==> src/rtl/tick_uart_tx.sv <==
// tick_uart_tx: byte-wide UART transmitter paced by an external divided-clock
// level. One frame = start bit, 8 data bits (LSB first), optional even parity
// bit, stop bit. Each bit lasts TICKS_PER_BIT rising edges of tick_in.
module tick_uart_tx #(
  parameter int TICKS_PER_BIT = 4,
  parameter int PARITY_EN     = 0
) (
  input  logic       clk,
  input  logic       rst,
  input  logic       tick_in,
  input  logic       tx_valid,
  input  logic [7:0] tx_data,
  output logic       tx_ready,
  output logic       tx_out,
  output logic       busy,
  output logic       frame_done
);

  // Frame states. Encodings above ST_STOP are unreachable and fall back to idle.
  localparam logic [2:0] ST_IDLE   = 3'd0;
  localparam logic [2:0] ST_START  = 3'd1;
  localparam logic [2:0] ST_DATA   = 3'd2;
  localparam logic [2:0] ST_PARITY = 3'd3;
  localparam logic [2:0] ST_STOP   = 3'd4;

  // Counter value on which the next tick closes the current bit period.
  localparam logic [7:0] TICK_LAST = 8'(TICKS_PER_BIT - 1);

  // State after the data bits: parity bit only when enabled.
  localparam logic [2:0] ST_AFTER_DATA = (PARITY_EN != 0) ? ST_PARITY : ST_STOP;

  logic [2:0] state_q,      state_d;
  logic       tick_d_q;
  logic [7:0] cnt_q,        cnt_d;
  logic [2:0] bit_idx_q,    bit_idx_d;
  logic [7:0] shift_q,      shift_d;
  logic       par_q,        par_d;
  logic       tx_out_q,     tx_out_d;
  logic       frame_done_q, frame_done_d;

  logic       tick_pulse;
  logic       bit_end;
  logic       in_idle;

  // Rising-edge detect of the divider level and the end-of-bit strobe.
  always_comb begin
    tick_pulse = tick_in & ~tick_d_q;
    in_idle    = (state_q == ST_IDLE);
    bit_end    = tick_pulse && (cnt_q == TICK_LAST);
  end

  // Frame sequencing: acceptance, bit boundaries, data shifting, done pulse.
  always_comb begin
    state_d      = state_q;
    bit_idx_d    = bit_idx_q;
    shift_d      = shift_q;
    par_d        = par_q;
    frame_done_d = 1'b0;
    case (state_q)
      ST_IDLE: begin
        if (tx_valid) begin
          state_d   = ST_START;
          shift_d   = tx_data;
          // Even parity: the extra bit makes the total count of ones even.
          par_d     = ^tx_data;
          bit_idx_d = 3'd0;
        end
      end
      ST_START: begin
        if (bit_end) begin
          state_d   = ST_DATA;
          bit_idx_d = 3'd0;
        end
      end
      ST_DATA: begin
        if (bit_end) begin
          shift_d   = {1'b0, shift_q[7:1]};
          // Index wraps back to 0 after the eighth bit.
          bit_idx_d = bit_idx_q + 3'd1;
          if (bit_idx_q == 3'd7) begin
            state_d = ST_AFTER_DATA;
          end
        end
      end
      ST_PARITY: begin
        if (bit_end) begin
          state_d = ST_STOP;
        end
      end
      ST_STOP: begin
        if (bit_end) begin
          state_d      = ST_IDLE;
          frame_done_d = 1'b1;
        end
      end
      default: begin
        state_d = ST_IDLE;
      end
    endcase
  end

  // Tick counter: held at 0 while idle, cleared at every bit boundary so each
  // new bit starts counting from zero.
  always_comb begin
    cnt_d = cnt_q;
    if (in_idle) begin
      cnt_d = 8'd0;
    end else if (bit_end) begin
      cnt_d = 8'd0;
    end else if (tick_pulse) begin
      cnt_d = cnt_q + 8'd1;
    end
  end

  // Line level for the state being entered, so tx_out changes on the same
  // edge as the state and stays glitch-free as a flop output.
  always_comb begin
    case (state_d)
      ST_START:  tx_out_d = 1'b0;
      ST_DATA:   tx_out_d = shift_d[0];
      ST_PARITY: tx_out_d = par_d;
      default:   tx_out_d = 1'b1;
    endcase
  end

  // All state, with asynchronous reset to an idle, high line.
  always_ff @(posedge clk or posedge rst) begin
    if (rst) begin
      state_q      <= ST_IDLE;
      tick_d_q     <= 1'b0;
      cnt_q        <= 8'd0;
      bit_idx_q    <= 3'd0;
      shift_q      <= 8'd0;
      par_q        <= 1'b0;
      tx_out_q     <= 1'b1;
      frame_done_q <= 1'b0;
    end else begin
      state_q      <= state_d;
      tick_d_q     <= tick_in;
      cnt_q        <= cnt_d;
      bit_idx_q    <= bit_idx_d;
      shift_q      <= shift_d;
      par_q        <= par_d;
      tx_out_q     <= tx_out_d;
      frame_done_q <= frame_done_d;
    end
  end

  // Handshake and status outputs.
  always_comb begin
    tx_ready   = in_idle;
    busy       = ~in_idle;
    tx_out     = tx_out_q;
    frame_done = frame_done_q;
  end

endmodule

==> config.mk <==
export PLATFORM = sky130hd
export DESIGN_NAME = tick_uart_tx
export DESIGN_NICKNAME = d
export VERILOG_FILES = /design/src/rtl/tick_uart_tx.sv
export SDC_FILE = /design/constraint.sdc
export NUM_CORES = 1
export LEC_CHECK = 0
export BUFFER_PORTS_ARGS = -buffer_cell sky130_fd_sc_hd__buf_2
export CAP_MARGIN = 20
export CORE_ASPECT_RATIO = 0.8
export CORE_UTILIZATION = 55
export CTS_BUF_LIST = sky130_fd_sc_hd__clkbuf_4 sky130_fd_sc_hd__clkbuf_8
export CTS_CLUSTER_SIZE = 14
export DETAILED_ROUTE_END_ITERATION = 8
export HOLD_SLACK_MARGIN = 0.12
export PLACE_DENSITY = 0.8
export SYNTH_ARGS = -nofsm -noshare
export SYNTH_HDL_FRONTEND = slang
export SYNTH_SLANG_ARGS = --single-unit
==> constraint.sdc <==
create_clock -name clk -period 2.8 [get_ports clk]
set_input_delay 0.14 -clock clk [delete_from_list [all_inputs] [get_ports clk]]
set_output_delay 0.14 -clock clk [all_outputs]
set_load 0.03 [all_outputs]
### Word level (Yosys, flattened, before mapping)

Index checks and enable logic that the tools add are counted.

* flip-flop bits (word level): 26
* output and inout bits: 4
* logic and storage cells: 56
* input bits: 12

* $add $sub $neg: 2
* multiplexer cells: 22
* bitwise operators: 3
* reductions and logical operators: 8
* eq/ne operators: 12

Operators by type and width (number)
* 8-bit two-way mux: 5
* 3-bit two-way mux: 9
* 8-bit one-hot mux with 2 select lines: 1
* 3-bit one-hot mux with 5 select lines: 1
* 3-bit by 2-bit == test with 1-bit output, second input constant: 4
* 3-bit one-hot mux with 3 select lines: 1
* 8-bit by 1-bit adder with 8-bit output, second input constant: 1
* 8-bit by 2-bit == test with 1-bit output, second input constant: 1
* 8-bit XOR reduction: 1
* 3-bit by 1-bit == test with 1-bit output, second input constant: 2
* 3-bit == test, second input constant: 2
* 2-bit inequality test, second input constant: 3
* 3-bit nonzero test: 2
* 1-bit two-way mux: 4
* 4-bit AND reduction: 1
* 3-bit by 1-bit adder with 3-bit output, second input constant: 1
* 3-bit logical NOT: 1
* 1-bit one-hot mux with 3 select lines: 1
* 3-bit AND reduction: 1
* 1-bit NOT: 2
* 2-bit nonzero test: 1
* 1-bit bitwise AND: 1
* 1-bit logical AND: 1

### Logic depth before layout (Yosys ltp)

Gate-level depths: netlist (run 1).

* depth in word-level cells: 7
* gate-level depth with buffers: 7
* mapped depth without buffers: 6

### Least setup slack after synthesis (run 1)

Ideal clock, no wire load.

* path kind: register to register
* start point: reg cnt_q[0]
* end point: reg tx_out_q, in the netlist tx_out
* slack: 677 ps
* buffers on the path: 0
* clock period less this slack: 2123 ps
* data required time: 2717 ps
* setup time: 83 ps
* cell stages (with the launch flop): 7
* arrival time: 2040 ps
* cells stage by stage: dfrtp_1 -> ha_1 -> nor4bb_1 -> nand3b_1 -> nor2_4 -> mux2_2 -> o32a_1

* elaborated cells on any way between the ends: 13
* classes of those cells: eq/ne: 4; mux: 8; reduce/logical: 1

RTL lines
* from (decl): line 34 `logic [7:0] cnt_q, cnt_d;`
* from (signal assigned): line 140 `cnt_q <= cnt_d;`
* 8-bit by 2-bit == test with 1-bit output: line 49 `bit_end = tick_pulse && (cnt_q == TICK_LAST);`
* 1-bit logical AND: line 49
* 8-bit two-way mux: line 76 `if (bit_end) begin`
* 8-bit one-hot mux with 2 select lines: line 59 `case (state_q)`
* via shift_d[0]: line 36 `logic [7:0] shift_q, shift_d;`
* 1-bit one-hot mux with 3 select lines: line 118 `case (state_d)`
* via tx_out_d: line 38 `logic tx_out_q, tx_out_d;`
* to (signal assigned): line 144 `tx_out_q <= tx_out_d;`
* to (decl): line 38

The timed path passes the listed nets, and every way through them passes these cells. The select of a mux whose other input is x is not followed.
A chain may end at the register's enable or synchronous reset.

### Worst setup path after layout (run 1)

Same ends and word-level chain as after synthesis.

==> flow_summary.json, run 1 <==
{
  "status": "complete, no violations",
  "p_per_area_mw_per_mm2": 751,
  "grt_usage_pct": 23.9,
  "postRouteWirelength_mm": 2.90,
  "post-synth-top-count-cell": "dfrtp_1",
  "vias_per_cell": 5.88,
  "synth_commonest_cells": "dfrtp_1, nand2_1, a21oi_1, o21ai_0, and3_1",
  "antenna_left": 0,
  "ys.flop_type": "dfrtp_1",
  "p_sw_mw": 0.438,
  "worstPathRequired_ns": 3.07,
  "synth.area.top_cells": "dfrtp_1, xnor2_1, a221o_1, nand2_1, and3_1",
  "arrival_ns": 2.89,
  "gp_congestion": 0.901,
  "clk_pin_slew_ns": 0.13,
  "rows": 15,
  "yosys_register_bits": 26,
  "cts_buffers": 3,
  "die_y_um": 47.2,
  "startpoint_type": "flop",
  "synthArstFlopShare_pct": 100,
  "layout.nets": 176,
  "power_frac_seq_pct": 47.9,
  "pwr-share-clk_pct": 15.8,
  "min_period_over_period_pct": 93.7,
  "drt-met1-wl_mm": 1.35,
  "fin_skew_ns": 0.00381,
  "cts_htree_levels": 1,
  "fin_crit_ns": 2.62,
  "dr_wl_met2_mm": 1.39,
  "wl_met3_um": 143,
  "diodes": 0,
  "numPortBuffers": 15,
  "relSlewSlack_pct": 62.9,
  "initial_core_util_pct": 61.8,
  "ys_types": 41,
  "place_hpwl_mm": 2.15,
  "cts_buffer_depth": 2,
  "syn_area_mm2": 0.00140,
  "routedWlPerCell_um": 14.9,
  "p_int_mw": 0.760,
  "core_area_mm2": 0.00227,
  "cts.sinks": 26,
  "drt_pass1_iterations": 4,
  "grt_setup_unrepaired": "no",
  "slew_violations": 0,
  "ys_warn_count": 0,
  "clockRootBuffer": "clkbuf_4",
  "cts_tree": "done",
  "synthToLayoutAreaGrowth_pct": 13.6,
  "synth_sequential_area_ratio_pct": 46.4,
  "rrSetupSlack_ns": 0.18,
  "vias": 1140,
  "grt_pass1_vias": 1060,
  "pwr-share-comb_pct": 36.3,
  "setup_viol": 0,
  "synth_area_per_cell_um2": 10.0,
  "hold_viol": 0,
  "clk-insertion-delay-late_ns": 0.33,
  "critPathMaxFanout": 7,
  "drc_errors": 0,
  "whs_ns": 0.164,
  "maxCapViolCount": 0,
  "synth_top_area_share_pct": 44.6,
  "fin_tns_setup_ns": 0,
  "max_freq_mhz": 381,
  "grt_max_degree": 27,
  "p_leak_nw": 0.712,
  "hold_class": "in2reg",
  "antenna_found_initial": 0,
  "die-width_um": 58.5,
  "syn_inst": 140,
  "drive_gt1_share_pct": 18.8,
  "critPathKind": "reg2reg",
  "swShare_pct": 36.6,
  "cp-end-kind": "flop",
  "overflow": 0,
  "synth_fp_nets": 155,
  "top_layer": "met4",
  "drt_iter0_markers": 54,
  "yosys.area.top_type": "dfrtp_1",
  "tightest_slew_ns": 0.549,
  "synth-edff-count": 0,
  "peakVddDrop_mv": 0.490,
  "dieArea_mm2": 0.00276,
  "ios": 16,
  "grt_pass1_wl_mm": 4.82
}
==> cell usage in the layout (no fill, tap or decap), types with 3 or more instances in the layout <==
master	instances
dfrtp_1	25
a21oi_1	9
nand2b_1	5
mux2_2	3
o21ai_0	9
ha_1	3
xnor2_1	7
dlygate4sd3_1	3
clkbuf_4	3
nand2_1	16
buf_2	15
a221o_1	6
inv_1	4
nor2_1	5
and3_1	8
nand3_1	6
==> power by group through the flow <==
stage               clock (mW)  combinational [mW]  sequential, mW
detailed placement           0               0.426           0.579
global route             0.209               0.472           0.587
finish                   0.190               0.435           0.574
global placement             0               0.404           0.575
floorplan                    0               0.367           0.540
CTS                      0.193               0.428           0.573
==> worst max-delay path: stages, from the launching register on <==
cell and delay, ns:
dfrtp_1 0.42, ha_1 0.20, nor4bb_1 0.53, nand3b_1 0.37, nor2_4 0.31, mux2_2 0.39
o32a_1 0.35
==> layer usage <==
layer | global-route usage [%] | up-vias
li1 | - | 553
met1 | 31.8 | 547
met2 | 39.8 | 35
met3 | 6.89 | 5
met4 | 5.24 | 0
met5 | 0 | -
==> stage by stage <==
stage          setup slack (ns)  utilization [%]  area [um2]  cells  power [mW]
6_report                  0.177             70.2        1600    194        1.20
5_1_grt                  0.0846             70.2        1600    194        1.27
4_1_cts                   0.255             69.0        1570    193        1.19
3_5_place_dp              0.273             66.1        1500    186        1.00
3_3_place_gp              0.451             66.1        1500    186       0.979
2_1_floorplan             0.677                -        1400    140       0.906
==> logic make-up after synthesis <==
family	count (synthesis)	share of synthesized area, %
simple gates	56	22.8
compound gates	34	16.0
flops	26	46.4
buf+inv	9	3.56
xor+xnor	8	4.99
mux	4	3.48
fa+ha+maj	3	2.67
==> cell type report <==
type / instances / area (um2)
Timing Repair Buffer: 21 / 148
Tap cell: 34 / 42.5
Inverter: 4 / 15.0
Multi-Input combinational cell: 105 / 702
Sequential cell: 26 / 652
Fill cell: 175 / 676
Clock buffer: 4 / 36.3
==> final timing paths <==
check / start / endpoint / cells after the start
setup reg to reg: cnt_q[0]$_DFFE_PP0P_ / tx_out$_DFF_PP1_ / 6
setup / recovery: cnt_q[0]$_DFFE_PP0P_ / tx_out$_DFF_PP1_ / 6
hold reg to reg: shift_q[7]$_DFFE_PP0P_ / shift_q[7]$_DFFE_PP0P_ / 1
max in group asynchronous: rst / shift_q[6]$_DFFE_PP0P_ / 4
min in group asynchronous: rst / frame_done$_DFF_PP0_ / 3
hold / removal: tx_data[1] / shift_q[1]$_DFFE_PP0P_ / 3
==> repair_timing <==
action | CTS | global route
hold buffers | 3 | 0
hold endpoints to repair | 27 | 0
endpoints found under the setup margin | 0 | 0
gates resized for setup | 0 | 0
setup buffers | 0 | 0
==> flip-flops by register name, indices dropped and copies added, names as in the netlist <==
signal      count
par_q           1
frame_done      1
tick_d_q        1
state_q         3
bit_idx_q       3
tx_out          1
shift_q         8
cnt_q           8
(Power assumes the default switching activity.)
==> inputs of run 2 (changes only) <==
--- a/config.mk
+++ b/config.mk
@@ -8,12 +8,11 @@
 export BUFFER_PORTS_ARGS = -buffer_cell sky130_fd_sc_hd__buf_2
 export CAP_MARGIN = 20
 export CORE_ASPECT_RATIO = 0.8
-export CORE_UTILIZATION = 55
+export CORE_UTILIZATION = 54
 export CTS_BUF_LIST = sky130_fd_sc_hd__clkbuf_4 sky130_fd_sc_hd__clkbuf_8
-export CTS_CLUSTER_SIZE = 14
 export DETAILED_ROUTE_END_ITERATION = 8
 export HOLD_SLACK_MARGIN = 0.12
-export PLACE_DENSITY = 0.8
+export PLACE_DENSITY = 0.81
 export SYNTH_ARGS = -nofsm -noshare
 export SYNTH_HDL_FRONTEND = slang
 export SYNTH_SLANG_ARGS = --single-unit
==> constraint.sdc (replaced) <==
create_clock -name clk -period 2.1 [get_ports clk]
set_input_delay 0.105 -clock clk [delete_from_list [all_inputs] [get_ports clk]]
set_output_delay 0.105 -clock clk [all_outputs]
set_load 0.03 [all_outputs]
==> run 2 against run 1 <==
Net effect:
- clock power grew 35%
- critical path depth shrank 1
- worst setup slack worse by 0.026 ns
- worst hold slack lost 0.018 ns
- design area up 3.5%
- sequential power up 30%
- power is 36% higher
- via count grew 2.3%
- largest power group unchanged
- critical endpoint unchanged
==> flow_summary.json, run 2 (synthesized netlist as in run 1, its figures left out) <==
{
  "status": "complete, no violations",
  "drt-met1-wl_mm": 1.45,
  "cts_tree": "done",
  "grt_pass1_wl_mm": 4.59,
  "design_area_mm2": 0.00165,
  "dr_wl_met2_mm": 1.49,
  "critPathMaxStageDelay_ns": 0.47,
  "min_period_over_period_pct": 92.8,
  "tightest_slew_ns": 0.444,
  "cts_buffers": 3,
  "final_cell_mix": "dfrtp_1, nand2_1, buf_2",
  "top_layer": "met4",
  "p_per_area_mw_per_mm2": 984,
  "fin_util_pct": 67.1,
  "arrival_ns": 2.23,
  "cts_htree_levels": 1,
  "p_leak_nw": 0.743,
  "multi_input_area_um2": 723,
  "cts_setup_buffers": 0,
  "cp_cell_sequence": "nor4_2 -> nand3b_1 -> nor2_4 -> mux2_2 -> o32a_1",
  "die_y_um": 47.6,
  "final_common_cell": "dfrtp_1",
  "drive_gt1_share_pct": 23.4,
  "place_hpwl_mm": 2.23,
  "initial_core_util_pct": 57.0,
  "routedWlPerCell_um": 15.3,
  "rows": 16,
  "max_freq_mhz": 513,
  "die-width_um": 59.0,
  "peakVddDrop_mv": 0.485,
  "clk-insertion-delay-late_ns": 0.33,
  "cp-end-kind": "flop",
  "regArea_um2": 652,
  "numPortBuffers": 15,
  "vias": 1166,
  "drt_iter0_markers": 98,
  "postRouteWirelength_mm": 3.11,
  "top_regs": "cnt_q (8), shift_q (8)",
  "cts.sinks": 26,
  "grt_pass1_vias": 988,
  "crit_path_start": "cnt_q[3]$_DFFE_PP0P_",
  "diodes": 0,
  "setup_viol": 0,
  "fin_tns_setup_ns": 0,
  "slew_violations": 0,
  "wl_met3_um": 141,
  "fin_skew_ns": 0.00898,
  "grt_usage_pct": 22.9,
  "cp_slowest_cell": "dfrtp_1",
  "hold_start": "tx_data[6]",
  "ios": 16,
  "maxCapViolCount": 0,
  "overflow": 0,
  "cts_buffer_depth": 2,
  "grt_max_degree": 27,
  "synthToLayoutAreaGrowth_pct": 17.6,
  "layout.nets": 183,
  "core_area_mm2": 0.00246,
  "r2r_start": "cnt_q[3]$_DFFE_PP0P_",
  "fillers": 193,
  "startpoint_type": "flop",
  "final_cells": 203,
  "antenna_left": 0,
  "fin_crit_ns": 1.95,
  "grt_setup_unrepaired": "no",
  "placed_cells": 196,
  "worstPathRequired_ns": 2.38,
  "critPathKind": "reg2reg",
  "critPathMaxFanout": 6,
  "drt_pass1_iterations": 4,
  "hold_class": "in2reg",
  "clockRootBuffer": "clkbuf_4",
  "gp_congestion": 0.848,
  "antenna_found_initial": 0,
  "hold_viol": 0,
  "dieArea_mm2": 0.00281,
  "clk_pin_slew_ns": 0.14,
  "relSlewSlack_pct": 70.4,
  "place_area_mm2": 0.00157,
  "vias_per_cell": 5.74,
  "drc_errors": 0
}
-- run 2: cell types whose count changed in the layout (fill, tap and decap cells not counted), sizes merged --
| cell | before | now |
|---|---|---|
| buf | 18 | 25 |
-- run 2: routing by layer --
| layer | track usage, % | vias to the layer above |
|---|---|---|
| met3 | 5.68 | 5 |
| li1 | - | 567 |
| met1 | 32.6 | 559 |
| met4 | 7.14 | 0 |
| met5 | 0 | - |
| met2 | 34.8 | 35 |
-- run 2: area by class of cell --
type                    instances  share of cell area [%]
clock buffers                   4                    2.20
inverters                       4                   0.909
repair buffers                 28                    10.9
flip-flops and latches         26                    39.5
well taps                      36                    2.73
multi-input cells             105                    43.8
-- run 2: final timing paths --
check,endpoint,slack (ns),cells past startpoint
worst max-delay path,tx_out$_DFF_PP1_,0.15,5
worst min-delay path,shift_q[6]$_DFFE_PP0P_,0.15,3
worst max register to register,tx_out$_DFF_PP1_,0.15,5
worst min register to register,par_q$_DFF_PP0_,0.50,2
max in group asynchronous,tx_out$_DFF_PP1_,1.45,4
min in group asynchronous,state_q[2]$_DFF_PP0_,0.35,4
-- run 2: through the flow --
| step | total power, mW | setup WS, ns | hold WS (ns) |
|---|---|---|---|
| after floorplan | 1.21 | 0.0322 | 0.136 |
| after global placement | 1.33 | 0.113 | 0.166 |
| after detailed placement | 1.37 | 0.0459 | 0.179 |
| after CTS | 1.63 | 0.0360 | 0.138 |
| after global routing | 1.73 | 0.0169 | 0.134 |
| final | 1.62 | 0.152 | 0.146 |
-- run 2: critical path: cells and delay by family (launching register included) --
family / cells / cell delay (ns)
simple gates: 3 / 0.75
flops: 1 / 0.47
compound gates: 1 / 0.33
mux: 1 / 0.35
-- run 2: what timing repair did --
action | in CTS | in global routing
resized for setup | 0 | 2
hold buffers | 3 | 0
endpoints found under the hold margin | 28 | 0
endpoints found under the setup margin | 0 | 8
-- run 2: where the power goes --
group	internal [mW]	leakage, nW	switching [mW]
logic	0.287	0.386	0.334
registers	0.638	0.337	0.108
clock network	0.106	0.0210	0.151
==> inputs of run 3 (changes only) <==
--- a/config.mk
+++ b/config.mk
@@ -8,11 +8,12 @@
 export BUFFER_PORTS_ARGS = -buffer_cell sky130_fd_sc_hd__buf_2
 export CAP_MARGIN = 20
 export CORE_ASPECT_RATIO = 0.8
-export CORE_UTILIZATION = 54
+export CORE_UTILIZATION = 55
 export CTS_BUF_LIST = sky130_fd_sc_hd__clkbuf_4 sky130_fd_sc_hd__clkbuf_8
 export DETAILED_ROUTE_END_ITERATION = 8
+export GPL_TIMING_DRIVEN = 0
 export HOLD_SLACK_MARGIN = 0.12
-export PLACE_DENSITY = 0.81
+export PLACE_DENSITY = 0.8
 export SYNTH_ARGS = -nofsm -noshare
 export SYNTH_HDL_FRONTEND = slang
 export SYNTH_SLANG_ARGS = --single-unit
==> constraint.sdc (replaced) <==
create_clock -name clk -period 2.4 [get_ports clk]
set_input_delay 0.12 -clock clk [delete_from_list [all_inputs] [get_ports clk]]
set_output_delay 0.12 -clock clk [all_outputs]
set_load 0.03 [all_outputs]
==> run 3 against run 2 <==
Net effect:
- worst hold slack improved by 0.014 ns
- cell count down 2.5%
- global-route usage fell by 0.44 points
- fmax is 12% lower
- sequential power fell by 16%
- design area down 1.6%
- largest power group unchanged
==> flow_summary.json, run 3 (synthesized netlist as in run 1, its figures left out) <==
{
  "whs_ns": 0.160,
  "gp_congestion": 0.869,
  "diodes": 0,
  "max_freq_mhz": 452,
  "cp_slowest_cell": "dfrtp_1",
  "top_usage_layer": "met2",
  "postRouteWirelength_mm": 2.92,
  "clk_pin_slew_ns": 0.13,
  "antenna_found_initial": 0,
  "rows": 15,
  "cp_cell_sequence": "ha_1 -> nor4bb_4 -> nand3b_1 -> nor2_4 -> mux2_2 -> o32a_1",
  "fillers": 172,
  "arrival_ns": 2.46,
  "worstPathRequired_ns": 2.64,
  "die-width_um": 58.5,
  "cts.sinks": 26,
  "use_met1_pct": 32.5,
  "preCtsSetupSlack_ns": -0.117,
  "clk-insertion-delay-late_ns": 0.31,
  "tightest_slew_ns": 0.521,
  "p_per_area_mw_per_mm2": 861,
  "final_common_cell": "dfrtp_1",
  "top_regs": "cnt_q (8), shift_q (8)",
  "drive_gt1_share_pct": 20.7,
  "fin_ws_ns": 0.187,
  "grt_pass1_vias": 952,
  "met2_usage_pct": 36.8,
  "vias": 1136,
  "final_cell_mix": "dfrtp_1, nand2_1, buf_2",
  "drt_iter0_markers": 44,
  "relSlewSlack_pct": 65.3,
  "grt_pass1_wl_mm": 4.54,
  "antenna_left": 0,
  "critPathMaxFanout": 7,
  "drt_pass1_iterations": 4,
  "grt_max_degree": 27,
  "synthToLayoutAreaGrowth_pct": 15.8,
  "cts_htree_levels": 1,
  "p_leak_nw": 0.721,
  "slew_violations": 0,
  "critPathKind": "reg2reg",
  "numPortBuffers": 15,
  "cp_num_buf_inv": 0,
  "status": "complete, no violations",
  "clockRootBuffer": "clkbuf_4",
  "ios": 16,
  "layout.nets": 180,
  "cts_tree": "done",
  "grt_usage_pct": 22.5,
  "use_met3_pct": 4.96,
  "core_area_mm2": 0.00227,
  "fin_skew_ns": 0.00772,
  "fin_tns_setup_ns": 0,
  "startpoint_type": "flop",
  "drc_errors": 0,
  "fin_crit_ns": 2.21,
  "die_y_um": 47.2,
  "min_period_over_period_pct": 92.2,
  "routedWlPerCell_um": 14.7,
  "cts_buffers": 3,
  "place_area_mm2": 0.00152,
  "vias_per_cell": 5.74,
  "cts_buffer_depth": 2,
  "maxCapViolCount": 0,
  "hold_viol": 0,
  "initial_core_util_pct": 61.8,
  "hold_class": "in2reg",
  "overflow": 0,
  "peakVddDrop_mv": 0.456,
  "grt_setup_unrepaired": "no",
  "cp-end-kind": "flop",
  "design_area_mm2": 0.00163,
  "cp_top_family": "simple AND/OR/NAND/NOR gates",
  "critPathMaxStageDelay_ns": 0.43,
  "dieArea_mm2": 0.00276,
  "setup_viol": 0,
  "place_hpwl_mm": 2.08
}
==> run 3: changes by cell type in the layout (fill, tap and decap cells not counted), sizes merged <==
cell / delta
buf: -5
clkbuf: +2
==> run 3: power by group <==
group,internal [mW],leakage (nW),switching [mW]
logic,0.254,0.366,0.323
registers,0.558,0.337,0.0675
clock network,0.0762,0.0184,0.120
total,0.889,0.721,0.511
==> run 3: worst paths after layout <==
kind / slack (ns) / end / startpoint / cells after the start
hold / removal: 0.16 / shift_q[4]$_DFFE_PP0P_ / tx_data[4] / 3
setup reg to reg: 0.19 / tx_out$_DFF_PP1_ / cnt_q[0]$_DFFE_PP0P_ / 6
min in group asynchronous: 0.36 / cnt_q[1]$_DFFE_PP0P_ / rst / 3
setup / recovery: 0.19 / tx_out$_DFF_PP1_ / cnt_q[0]$_DFFE_PP0P_ / 6
hold reg to reg: 0.51 / shift_q[7]$_DFFE_PP0P_ / shift_q[7]$_DFFE_PP0P_ / 1
max in group asynchronous: 1.48 / tx_out$_DFF_PP1_ / rst / 4
==> run 3: repair_timing <==
item,4_1_cts,5_1_grt
setup endpoints to repair,1,1
endpoints found under the hold margin,27,0
hold buffers,3,0
buffers inserted,1,0
pin swaps,0,1
resized for setup,1,2
==> run 3: through the flow <==
stage          instances  total power, mW  util (%)
2_1_floorplan        140             1.06         -
3_3_place_gp         189             1.16      67.0
4_1_cts              197             1.39      70.2
5_1_grt              198             1.48      71.6
3_5_place_dp         189             1.19      67.0
6_report             198             1.40      71.6
==> run 3: routing by layer <==
| metal | wire (um) | vias up |
|---|---|---|
| met5 | 0 | - |
| met4 | 6 | 0 |
| met3 | 100 | 2 |
| met2 | 1310 | 26 |
| met1 | 1500 | 542 |
| li1 | - | 566 |
==> run 3: tightest hold or removal path: cells and delay by family <==
kind,cells,cell delay (ns)
AND/OR/NAND/NOR,1,0.14
buffers and inverters,1,0.09
AO/OA/AOI/OAI,1,0.10
==> run 3: final cells by class <==
type                            count  area [um2]  area share (%)
Buffer                              5        35.0            2.16
Clock buffer                        4        30.0            1.85
Inverter                            4        15.0           0.924
Multi-Input combinational cell    105         723            44.5
Sequential cell                    26         652            40.1
Tap cell                           34        42.5            2.62
Timing Repair Buffer               20         128            7.85
